[src/rtl/mips_mem_pkg.sv]
// Shared encodings and lane-formatting helpers for the MIPS32 memory-access stage.
package mips_mem_pkg;

  localparam logic [1:0] MEM_B = 2'b00;
  localparam logic [1:0] MEM_H = 2'b01;
  localparam logic [1:0] MEM_W = 2'b10;

  typedef enum logic [1:0] {
    IDLE = 2'b00,
    BUSY = 2'b01,
    DONE = 2'b10
  } state_e;

  function automatic logic [3:0] store_be(input logic [1:0] size, input logic [1:0] lo);
    logic [3:0] be;
    be = 4'b0000;
    case (size)
      MEM_B:   be = 4'b0001 << lo;
      MEM_H:   be = lo[1] ? 4'b1100 : 4'b0011;
      default: be = 4'b1111;
    endcase
    return be;
  endfunction

  function automatic logic [31:0] store_wdata(input logic [1:0] size, input logic [31:0] d);
    logic [31:0] w;
    w = d;
    case (size)
      MEM_B:   w = {4{d[7:0]}};
      MEM_H:   w = {2{d[15:0]}};
      default: w = d;
    endcase
    return w;
  endfunction

endpackage

[src/rtl/load_align.sv]
// Selects the addressed byte/half lane of a read word and sign- or zero-extends it.
module load_align
  import mips_mem_pkg::*;
(
  input  logic [31:0] rdata_i,
  input  logic [1:0]  addr_lo_i,
  input  logic [1:0]  size_i,
  input  logic        unsigned_i,
  output logic [31:0] result_o
);

  logic [7:0]  byte_sel;
  logic [15:0] half_sel;

  always_comb begin
    byte_sel = 8'h00;
    case (addr_lo_i)
      2'd0:    byte_sel = rdata_i[7:0];
      2'd1:    byte_sel = rdata_i[15:8];
      2'd2:    byte_sel = rdata_i[23:16];
      default: byte_sel = rdata_i[31:24];
    endcase
    half_sel = addr_lo_i[1] ? rdata_i[31:16] : rdata_i[15:0];

    result_o = rdata_i;
    case (size_i)
      MEM_B:   result_o = {{24{byte_sel[7] & ~unsigned_i}}, byte_sel};
      MEM_H:   result_o = {{16{half_sel[15] & ~unsigned_i}}, half_sel};
      default: result_o = rdata_i;
    endcase
  end

endmodule

[src/rtl/mem_stage.sv]
// MIPS32 MEM stage: drives the data-memory bus, formats loads, stalls while busy.
// Bus handshake: dmem_req rises with dmem_we/be/wdata stable and holds until the
// cycle dmem_ack is sampled high (or the timeout fires); dmem_ack outside BUSY is ignored.
module mem_stage
  import mips_mem_pkg::*;
#(
  parameter int TIMEOUT = 16
) (
  input  logic        clock,
  input  logic        reset,
  input  logic [31:0] ialu_res,
  input  logic [31:0] istore_data,
  input  logic        imem_read,
  input  logic        imem_write,
  input  logic [1:0]  imem_size,
  input  logic        iload_unsigned,
  output logic        dmem_req,
  output logic        dmem_we,
  output logic [31:0] dmem_addr,
  output logic [3:0]  dmem_be,
  output logic [31:0] dmem_wdata,
  input  logic [31:0] dmem_rdata,
  input  logic        dmem_ack,
  output logic [31:0] oData_mem_res,
  output logic        ostall,
  output logic        omisaligned,
  output logic        obus_err,
  output logic [1:0]  odbg_state
);

  localparam int CW = $clog2(TIMEOUT);

  state_e      state_q;
  logic [CW-1:0] cnt_q;
  logic        we_q;
  logic [3:0]  be_q;
  logic [31:0] wdata_q;
  logic [1:0]  lo_q;
  logic [1:0]  size_q;
  logic        uns_q;
  logic [31:0] res_q;
  logic        err_q;

  logic        mem_op;
  logic        misaligned;
  logic        access;
  logic [31:0] load_res;

  always_comb begin
    misaligned = 1'b0;
    case (imem_size)
      MEM_B:   misaligned = 1'b0;
      MEM_H:   misaligned = ialu_res[0];
      MEM_W:   misaligned = |ialu_res[1:0];
      default: misaligned = 1'b1;
    endcase
  end

  assign mem_op = imem_read | imem_write;
  assign access = mem_op & ~misaligned;

  // Lane info is captured at issue so formatting does not depend on EX/MEM during BUSY.
  load_align u_load_align (
    .rdata_i    (dmem_rdata),
    .addr_lo_i  (lo_q),
    .size_i     (size_q),
    .unsigned_i (uns_q),
    .result_o   (load_res)
  );

  always_ff @(posedge clock) begin
    if (reset) begin
      state_q <= IDLE;
      cnt_q   <= '0;
      we_q    <= 1'b0;
      be_q    <= 4'b0000;
      wdata_q <= 32'h0;
      lo_q    <= 2'b00;
      size_q  <= MEM_W;
      uns_q   <= 1'b0;
      res_q   <= 32'h0;
      err_q   <= 1'b0;
    end else begin
      case (state_q)
        IDLE: begin
          if (access) begin
            state_q <= BUSY;
            cnt_q   <= '0;
            we_q    <= imem_write;
            be_q    <= store_be(imem_size, ialu_res[1:0]);
            wdata_q <= store_wdata(imem_size, istore_data);
            lo_q    <= ialu_res[1:0];
            size_q  <= imem_size;
            uns_q   <= iload_unsigned;
          end
        end
        BUSY: begin
          if (dmem_ack) begin
            state_q <= DONE;
            if (!we_q) res_q <= load_res;
          end else if (cnt_q == CW'(TIMEOUT - 1)) begin
            state_q <= DONE;
            err_q   <= 1'b1;
            if (!we_q) res_q <= 32'h0;
          end else begin
            cnt_q <= cnt_q + 1'b1;
          end
        end
        DONE: begin
          state_q <= IDLE;
          err_q   <= 1'b0;
        end
        default: state_q <= IDLE;
      endcase
    end
  end

  assign dmem_req      = (state_q == BUSY);
  assign dmem_we       = we_q;
  assign dmem_be       = be_q;
  assign dmem_wdata    = wdata_q;
  assign dmem_addr     = {ialu_res[31:2], 2'b00};
  assign oData_mem_res = res_q;
  assign obus_err      = err_q;
  assign ostall        = ((state_q == IDLE) & access) | (state_q == BUSY);
  assign omisaligned   = (state_q == IDLE) & mem_op & misaligned;
  assign odbg_state    = state_q;

endmodule
[config.mk]
export PLATFORM = sky130hd
export DESIGN_NAME = mem_stage
export DESIGN_NICKNAME = d
export VERILOG_FILES = /design/src/rtl/mips_mem_pkg.sv /design/src/rtl/load_align.sv /design/src/rtl/mem_stage.sv
export SDC_FILE = /design/constraint.sdc
export NUM_CORES = 1
export LEC_CHECK = 0
export CORE_UTILIZATION = 43
export CTS_CLUSTER_DIAMETER = 40
export CTS_CLUSTER_SIZE = 16
export DETAILED_ROUTE_END_ITERATION = 8
export GPL_ROUTABILITY_DRIVEN = 0
export GPL_TIMING_DRIVEN = 1
export PLACE_DENSITY_LB_ADDON = 0.08
export SYNTH_ARGS = -nofsm -noshare
export SYNTH_HDL_FRONTEND = slang
export SYNTH_SLANG_ARGS = --single-unit
export TNS_END_PERCENT = 100
[constraint.sdc]
create_clock -name clock -period 6 [get_ports clock]
set_input_delay 1.8 -clock clock [delete_from_list [all_inputs] [get_ports clock]]
set_output_delay 1.8 -clock clock [all_outputs]
set_load 0.01 [all_outputs]
==> flow_summary.ini, run 1 <==
[setup_path]
r2r_slack_ns = 3.15
worst-path-max-fanout = 8
crit_arrival_ns = 3.59
cp-startpoint = ialu_res[0]
criticalPathCategory = in2out
startpoint_type = input pin
setup.worst_path.end = ostall
worstReg2RegEnd = oData_mem_res[20]$_SDFFE_PP0P_
ff2ff_path_depth = 3
r2r_start = size_q[1]$_SDFFE_PP1P_
critPathRequiredTime_ns = 4.20
endpoint_kind = primary output

[logic_synthesis]
synth_most_common_cell = dfxtp_1
netlist.area_leader.share = 0.4022
seq_area_frac_synth = 0.4022
synth_edf_count = 0
netlist_area_mm2 = 0.004031
synth_area_leader_cell = dfxtp_1
yosys_warnings = 0
ys_types = 49
ys_ff_latch = 81
ys_top_cells_by_count = dfxtp_1 (81), a21oi_1 (55), o21ai_0 (45)
synthTopCellsByArea = dfxtp_1 (40%), a21oi_1 (6.8%), buf_4 (6.1%)
avgSynthCellArea_um2 = 8.764
netlist_instances = 460
async_flop_share = 0
synth_ff_type = dfxtp_1

[global_routing]
grt_max_degree = 52
antenna_found_initial = 0
track_usage = 0.2544
grt_overflow = 0
grt_pass1_wl_um = 19400
grt_pass1_vias = 3805

[layout]
drive_above_1_share = 0.06261
antenna_cells = 0
fin_cells = 667
area_delta_synth_final_pct = 36.10
fin_nets = 659

[placed_design]
port_buffers = 148
dpl.hpwl_um = 8819
placed_cells = 651

[pwr]
peakVddDrop_mv = 0.1498
p_leak_nw = 1.921
powerDensity_mw_per_mm2 = 238.0

[clocking]
cts_tree = done
clock_latency_ns = 0.36
cts_num_sinks = 81
htreeDepth = 3
ctsHoldBuffers = 0
post_cts_buffers = 0
clkTransAtPathRegs_ns = 0.09
clockBufferDepth = 2
clock_tree.root_cell = clkbuf_8
numCtsBuffers = 9
cts_resized = 0

[floorplan]
num_rows = 34
pin_count = 211
die_h_um = 98.83
initial_core_util = 0.4534
die_w_um = 98.83
dieArea_mm2 = 0.009766
design.core.area_mm2 = 0.008891

[sta]
worstMarginPinSlew_ns = 1.173
rsz0062_at_grt = no
fin_setup_tns_ns = 0
fmax_ghz = 0.1857
setup_viol = 0
min_period_over_period = 0.8976
final.min_clock_period_ns = 5.385
hold_violations = 0
skew_ns = 0.01149
relSlewSlack = 0.2173
final_max_slew_viol_count = 0

[route]
ant_nets = 0
dr.pass1.iters = 4
drt_iter0_markers = 297
num_vias = 3895
drc = 0
wire_per_inst_um = 18.71
viasPerCell = 5.840
routed_wl_um = 12480

[hold_path]
hold_path.class = reg2reg

[run_status]
status = finished, final reports clean

[run]
drv_cap = 0
[worst min path at each step]
stage	startpoint	cells past startpoint	slack [ns]	to
after CTS	oData_mem_res[0]$_SDFFE_PP0P_	1	0.48	oData_mem_res[0]$_SDFFE_PP0P_
after floorplan	cnt_q[3]$_SDFFE_PP0P_	2	0.47	obus_err$_SDFFE_PP0P_
final	oData_mem_res[6]$_SDFFE_PP0P_	1	0.47	oData_mem_res[6]$_SDFFE_PP0P_
after detailed placement	oData_mem_res[6]$_SDFFE_PP0P_	1	0.45	oData_mem_res[6]$_SDFFE_PP0P_
after global placement	oData_mem_res[6]$_SDFFE_PP0P_	1	0.45	oData_mem_res[6]$_SDFFE_PP0P_
after global routing	oData_mem_res[2]$_SDFFE_PP0P_	1	0.49	oData_mem_res[2]$_SDFFE_PP0P_
[routing by layer]
metal / up-vias / wire [um] / track usage
li1: 1875 / - / -
met1: 1841 / 5519 / 0.3358
met2: 139 / 5748 / 0.3981
met3: 40 / 895 / 0.05532
met4: 0 / 315 / 0.1160
met5: - / 0 / 0
[report_power, final]
part           internal, W  switching [W]  total [W]
registers         0.000572      0.0000286   0.000601
clock network     0.000194       0.000204   0.000398
logic             0.000154       0.000153   0.000307
[cells in the final DEF, fill, tap and decap left out, types with 5 or more instances in the layout]
cell,count
a211oi_1,8
a21oi_1,55
a221o_1,17
a22o_1,8
a311oi_1,11
buf_4,8
clkbuf_8,9
clkdlybuf4s50_1,147
dfxtp_1,81
inv_1,5
mux2_2,5
mux2i_1,19
nand2_1,26
nand3_1,18
nor2_1,10
nor3_1,8
o2111ai_1,9
o21a_1,11
o21ai_0,45
o2bb2ai_1,7
[cell families (layout without fill, tap and decap cells)]
group | Yosys count | count (layout) | synth area share
AO/OA/AOI/OAI | 186 | 186 | 0.3147
AND/OR/NAND/NOR | 82 | 82 | 0.09715
buffers and inverters | 82 | 180 | 0.1127
flip-flops | 81 | 81 | 0.4022
multiplexers | 25 | 25 | 0.06486
XOR/XNOR | 2 | 2 | 0.004346
adder cells (fa/ha/maj) | 1 | 1 | 0.003103
other | 1 | 2 | 0.0009302
[flip-flops by register name, indices dropped and copies added (netlist names)]
signal         cells
dmem_wdata        32
oData_mem_res     32
cnt_q              4
dmem_be            4
lo_q               2
odbg_state         2
size_q             2
dmem_we            1
obus_err           1
uns_q              1
[worst max-delay path, stage by stage]
cell	delay [ns]
clkdlybuf4s50_1	0.56
o21a_1	0.30
o22ai_4	0.21
nand2_1	0.10
nand2_1	0.08
clkdlybuf4s50_1	0.53
[final cells by class]
type                       instances  area (um2)
sequential                        81        1622
timing repair buffer             156        1536
fill                             802        3405
clock inverter                     4       53.80
multi-input combinational        298        1974
clock buffer                      12       135.1
tap                              108       135.1
inverter                           8       30.03
[through the flow]
stage          hold WS (ns)    util  power (W)  setup WS [ns]  area (um2)
2_1_floorplan        0.4713       -  0.0007772          1.343        4035
3_3_place_gp         0.4508  0.5958  0.0009141         0.6557        5298
3_5_place_dp         0.4475  0.5958  0.0009184         0.6294        5298
4_1_cts              0.4795  0.6171   0.001312         0.6312        5487
5_1_grt              0.4893  0.6171   0.001360         0.5250        5487
6_report             0.4731  0.6171   0.001306         0.6146        5487
No activity file was read; power rests on OpenSTA's default activity.
==> run 2: changes to the inputs <==
--- a/config.mk
+++ b/config.mk
@@ -5,7 +5,7 @@
 export SDC_FILE = /design/constraint.sdc
 export NUM_CORES = 1
 export LEC_CHECK = 0
-export CORE_UTILIZATION = 43
+export CORE_UTILIZATION = 36
 export CTS_CLUSTER_DIAMETER = 40
 export CTS_CLUSTER_SIZE = 16
 export DETAILED_ROUTE_END_ITERATION = 8
==> flow_summary.ini, run 2 (synthesized netlist as in run 1, its figures left out) <==
[route]
viasPerCell = 5.599
dr.pass1.iters = 4
num_vias = 3897
ant_nets = 0
wire_per_inst_um = 18.60
routed_wl_um = 12950
drt_iter0_markers = 176
drc = 0

[sta]
relSlewSlack = 0.2419
final.min_clock_period_ns = 5.359
holdWs_ns = 0.4738
fin_ws_ns = 0.6406
fin_setup_tns_ns = 0
skew_ns = 0.005892
min_period_over_period = 0.8932
worstMarginPinSlew_ns = 1.136
fmax_ghz = 0.1866
final_max_slew_viol_count = 0
hold_violations = 0
setup_viol = 0
rsz0062_at_grt = no

[clocking]
post_cts_buffers = 0
cts_tree = done
clock_latency_ns = 0.37
clock_tree.root_cell = clkbuf_8
clockBufferDepth = 2
numCtsBuffers = 9
cts_num_sinks = 81
clkTransAtPathRegs_ns = 0.08
htreeDepth = 3
ctsHoldBuffers = 0
cts_resized = 0

[floorplan]
design.core.area_mm2 = 0.01089
pin_count = 211
initial_core_util = 0.3703
dieArea_mm2 = 0.01163
die_h_um = 107.8
die_w_um = 107.8
num_rows = 38

[layout]
drive_above_1_share = 0.05935
final_core_util = 0.5040
final_common_cell = clkdlybuf4s50_1
antenna_cells = 0
nFillCells = 1048
layout_common_cells = clkdlybuf4s50_1 (147), dfxtp_1 (81), a21oi_1 (55), o21ai_0 (45), nand2_1 (26)
fin_nets = 659
area_delta_synth_final_pct = 36.13

[hold_path]
hp-start = oData_mem_res[0]$_SDFFE_PP0P_
hold_path.class = reg2reg

[global_routing]
grt_overflow = 0
grt_max_degree = 52
grt_pass1_wl_um = 20410
grt_pass1_vias = 3732
antenna_found_initial = 0
track_usage = 0.2303

[setup_path]
max_stage_delay_ns = 0.56
r2r_start = size_q[1]$_SDFFE_PP1P_
startpoint_type = input pin
critPathTopFamily = buffers and inverters
crit_arrival_ns = 3.56
critPathRequiredTime_ns = 4.20
endpoint_kind = primary output
r2r_slack_ns = 3.24
path_buf_inv = 2
criticalPathCategory = in2out
worst-path-max-fanout = 8
crit_chain = clkdlybuf4s50_1, o21a_1, o22ai_4, nand2_1, nand2_1, clkdlybuf4s50_1
slowest_stage = clkdlybuf4s50_1
cp-startpoint = ialu_res[0]

[placed_design]
dpl.hpwl_um = 9028
dp_worst_setup_slack_ns = 0.6227
port_buffers = 148

[pwr]
powerDensity_mw_per_mm2 = 228.7
p_leak_nw = 1.912
peakVddDrop_mv = 0.1270
p_total_w = 0.001255

[run_status]
status = finished, final reports clean

[run]
drv_cap = 0
==> run 2: layer usage <==
layer  up-vias  global-route usage  routed length, um
met5         -                   0                  0
met4         0             0.09785                356
li1       1873                   -                  -
met2       125              0.3549               5925
met1      1858              0.2999               5773
met3        41             0.06356                893
==> run 2: final cells by class <==
cell class / count / area, um2 / share of cell area
timing repair buffer: 156 / 1536 / 0.2800
clock inverter: 1 / 5.005 / 0.0009120
inverter: 8 / 30.03 / 0.005472
multi-input combinational: 298 / 1974 / 0.3598
tap: 140 / 175.2 / 0.03192
sequential: 81 / 1622 / 0.2955
clock buffer: 12 / 145.1 / 0.02645
==> run 2: path summary, 6_finish.rpt <==
| kind | cells after the start | endpoint |
|---|---|---|
| setup / recovery | 6 | ostall |
| hold / removal | 1 | oData_mem_res[0]$_SDFFE_PP0P_ |
| setup reg to reg | 3 | oData_mem_res[19]$_SDFFE_PP0P_ |
| hold reg to reg | 1 | oData_mem_res[0]$_SDFFE_PP0P_ |
==> run 2: per-stage QoR <==
stage	std cells	instance area (um2)
floorplan	461	4035
CTS	696	5488
finish	696	5488
global placement	683	5338
global route	696	5488
detailed placement	683	5338
==> run 2: report_power, final <==
part,switching (W),internal (W),leakage [nW]
Combinational,0.000153,0.000155,1.17
Sequential,0.0000277,0.000572,0.662
Clock,0.000193,0.000155,0.0782
==> run 3: changes to the inputs <==
--- a/config.mk
+++ b/config.mk
@@ -11,7 +11,7 @@
 export DETAILED_ROUTE_END_ITERATION = 8
 export GPL_ROUTABILITY_DRIVEN = 0
 export GPL_TIMING_DRIVEN = 1
-export PLACE_DENSITY_LB_ADDON = 0.08
+export PLACE_DENSITY = 0.74
 export SYNTH_ARGS = -nofsm -noshare
 export SYNTH_HDL_FRONTEND = slang
 export SYNTH_SLANG_ARGS = --single-unit
==> flow_summary.ini, run 3 (synthesized netlist as in run 1, its figures left out) <==
[hold_path]
hold_path.class = reg2reg

[global_routing]
grt_max_degree = 52
grt_busiest_layer = met2
met2_usage = 0.3494
grt_overflow = 0
groute.layer.met3.usage = 0.04964
track_usage = 0.2114
grt.met1_usage = 0.2670
antenna_found_initial = 0
grt_pass1_vias = 3693
grt_pass1_wl_um = 19310

[clocking]
cts_num_sinks = 81
clock_latency_ns = 0.35
clkTransAtPathRegs_ns = 0.09
post_cts_buffers = 0
cts_resized = 0
cts_tree = done
htreeDepth = 3
ctsHoldBuffers = 0
numCtsBuffers = 9
clock_tree.root_cell = clkbuf_8
clockBufferDepth = 2

[pwr]
power.switching_w = 0.0003850
p_comb_frac = 0.230
p_seq_frac = 0.457
powerDensity_mw_per_mm2 = 238.3
p_leak_nw = 1.920
p_int_w = 0.0009319
pwr-share-clk = 0.313
switching_share = 0.2924
peakVddDrop_mv = 0.1118

[sta]
worstMarginPinSlew_ns = 1.287
rsz0062_at_grt = no
fin_setup_tns_ns = 0
skew_ns = 0.01420
relSlewSlack = 0.1409
hold_violations = 0
final_max_slew_viol_count = 0
fmax_ghz = 0.1866
min_period_over_period = 0.8930
final.min_clock_period_ns = 5.358
setup_viol = 0

[layout]
final_core_util = 0.5076
drive_above_1_share = 0.06284
final_area_mm2 = 0.005527
area_delta_synth_final_pct = 37.09
antenna_cells = 0
final_common_cell = clkdlybuf4s50_1
layout_common_cells = clkdlybuf4s50_1 (147), dfxtp_1 (81), a21oi_1 (55), o21ai_0 (45), nand2_1 (26)
fin_nets = 657

[route]
drt_iter0_markers = 242
wire_per_inst_um = 17.67
dr.pass1.iters = 4
ant_nets = 0
num_vias = 3922
viasPerCell = 5.627
routed_wl_um = 12320
drc = 0

[run_status]
status = finished, final reports clean

[setup_path]
crit_arrival_ns = 3.56
endpoint_kind = primary output
startpoint_type = input pin
worst-path-max-fanout = 8
criticalPathCategory = in2out
critPathRequiredTime_ns = 4.20

[floorplan]
pin_count = 211
dieArea_mm2 = 0.01163
die_h_um = 107.8
design.core.area_mm2 = 0.01089
initial_core_util = 0.3703
die_w_um = 107.8
num_rows = 38

[placed_design]
dpl.hpwl_um = 8714
port_buffers = 148
placed_cell_area_mm2 = 0.005323

[run]
drv_cap = 0
[run 3: changes by cell type in the layout (fill, tap and decap cells not counted), sizes merged]
| cell | before | now |
|---|---|---|
| buf | 9 | 7 |
| bufinv | 0 | 1 |
| clkinvlp | 0 | 2 |
| clkbuf | 12 | 11 |
| inv | 5 | 6 |
[run 3: path summary, 6_finish.rpt]
path	to	from	depth (start not counted)	slack, ns
setup / recovery	ostall	ialu_res[0]	6	0.64
hold / removal	oData_mem_res[0]$_SDFFE_PP0P_	oData_mem_res[0]$_SDFFE_PP0P_	1	0.48
setup reg to reg	oData_mem_res[21]$_SDFFE_PP0P_	size_q[1]$_SDFFE_PP1P_	3	3.31
hold reg to reg	oData_mem_res[0]$_SDFFE_PP0P_	oData_mem_res[0]$_SDFFE_PP0P_	1	0.48
[run 3: power groups by stage]
stage                     combinational (W)  sequential (W)  clock [W]
final                              0.000303        0.000601   0.000413
after global routing               0.000326        0.000606   0.000445
after CTS                          0.000303        0.000601   0.000423
after detailed placement           0.000301        0.000613          0
after global placement             0.000297        0.000612          0
after floorplan                    0.000159        0.000618          0
[run 3: per-layer routing]
layer	vias up	part of all wire
met4	0	0.018
met5	-	0
met1	1860	0.43
met3	22	0.069
met2	168	0.48
li1	1872	-
[run 3: per-stage QoR]
step | power [W] | hold slack, ns | setup slack [ns] | cells
after detailed placement | 0.0009140 | 0.4574 | 0.6289 | 681
after global placement | 0.0009087 | 0.4545 | 0.6767 | 681
after global routing | 0.001376 | 0.4915 | 0.5781 | 697
after floorplan | 0.0007772 | 0.4713 | 1.343 | 461
final | 0.001317 | 0.4754 | 0.6419 | 697
after CTS | 0.001326 | 0.4787 | 0.6306 | 697
[run 3: layout make-up]
type,count,area (um2)
fillers,1029,5361
clock buffers,11,141.4
clock inverters,5,62.56
repair buffers,154,1521
multi-input cells,298,1974
flip-flops and latches,81,1622
inverters,8,30.03
well taps,140,175.2
[run 3: worst max-delay path, cell delays in order]
cell and delay (ns):
clkdlybuf4s50_1 0.55, o21a_1 0.30, o22ai_4 0.20, nand2_1 0.10, nand2_1 0.07, clkdlybuf4s50_1 0.53
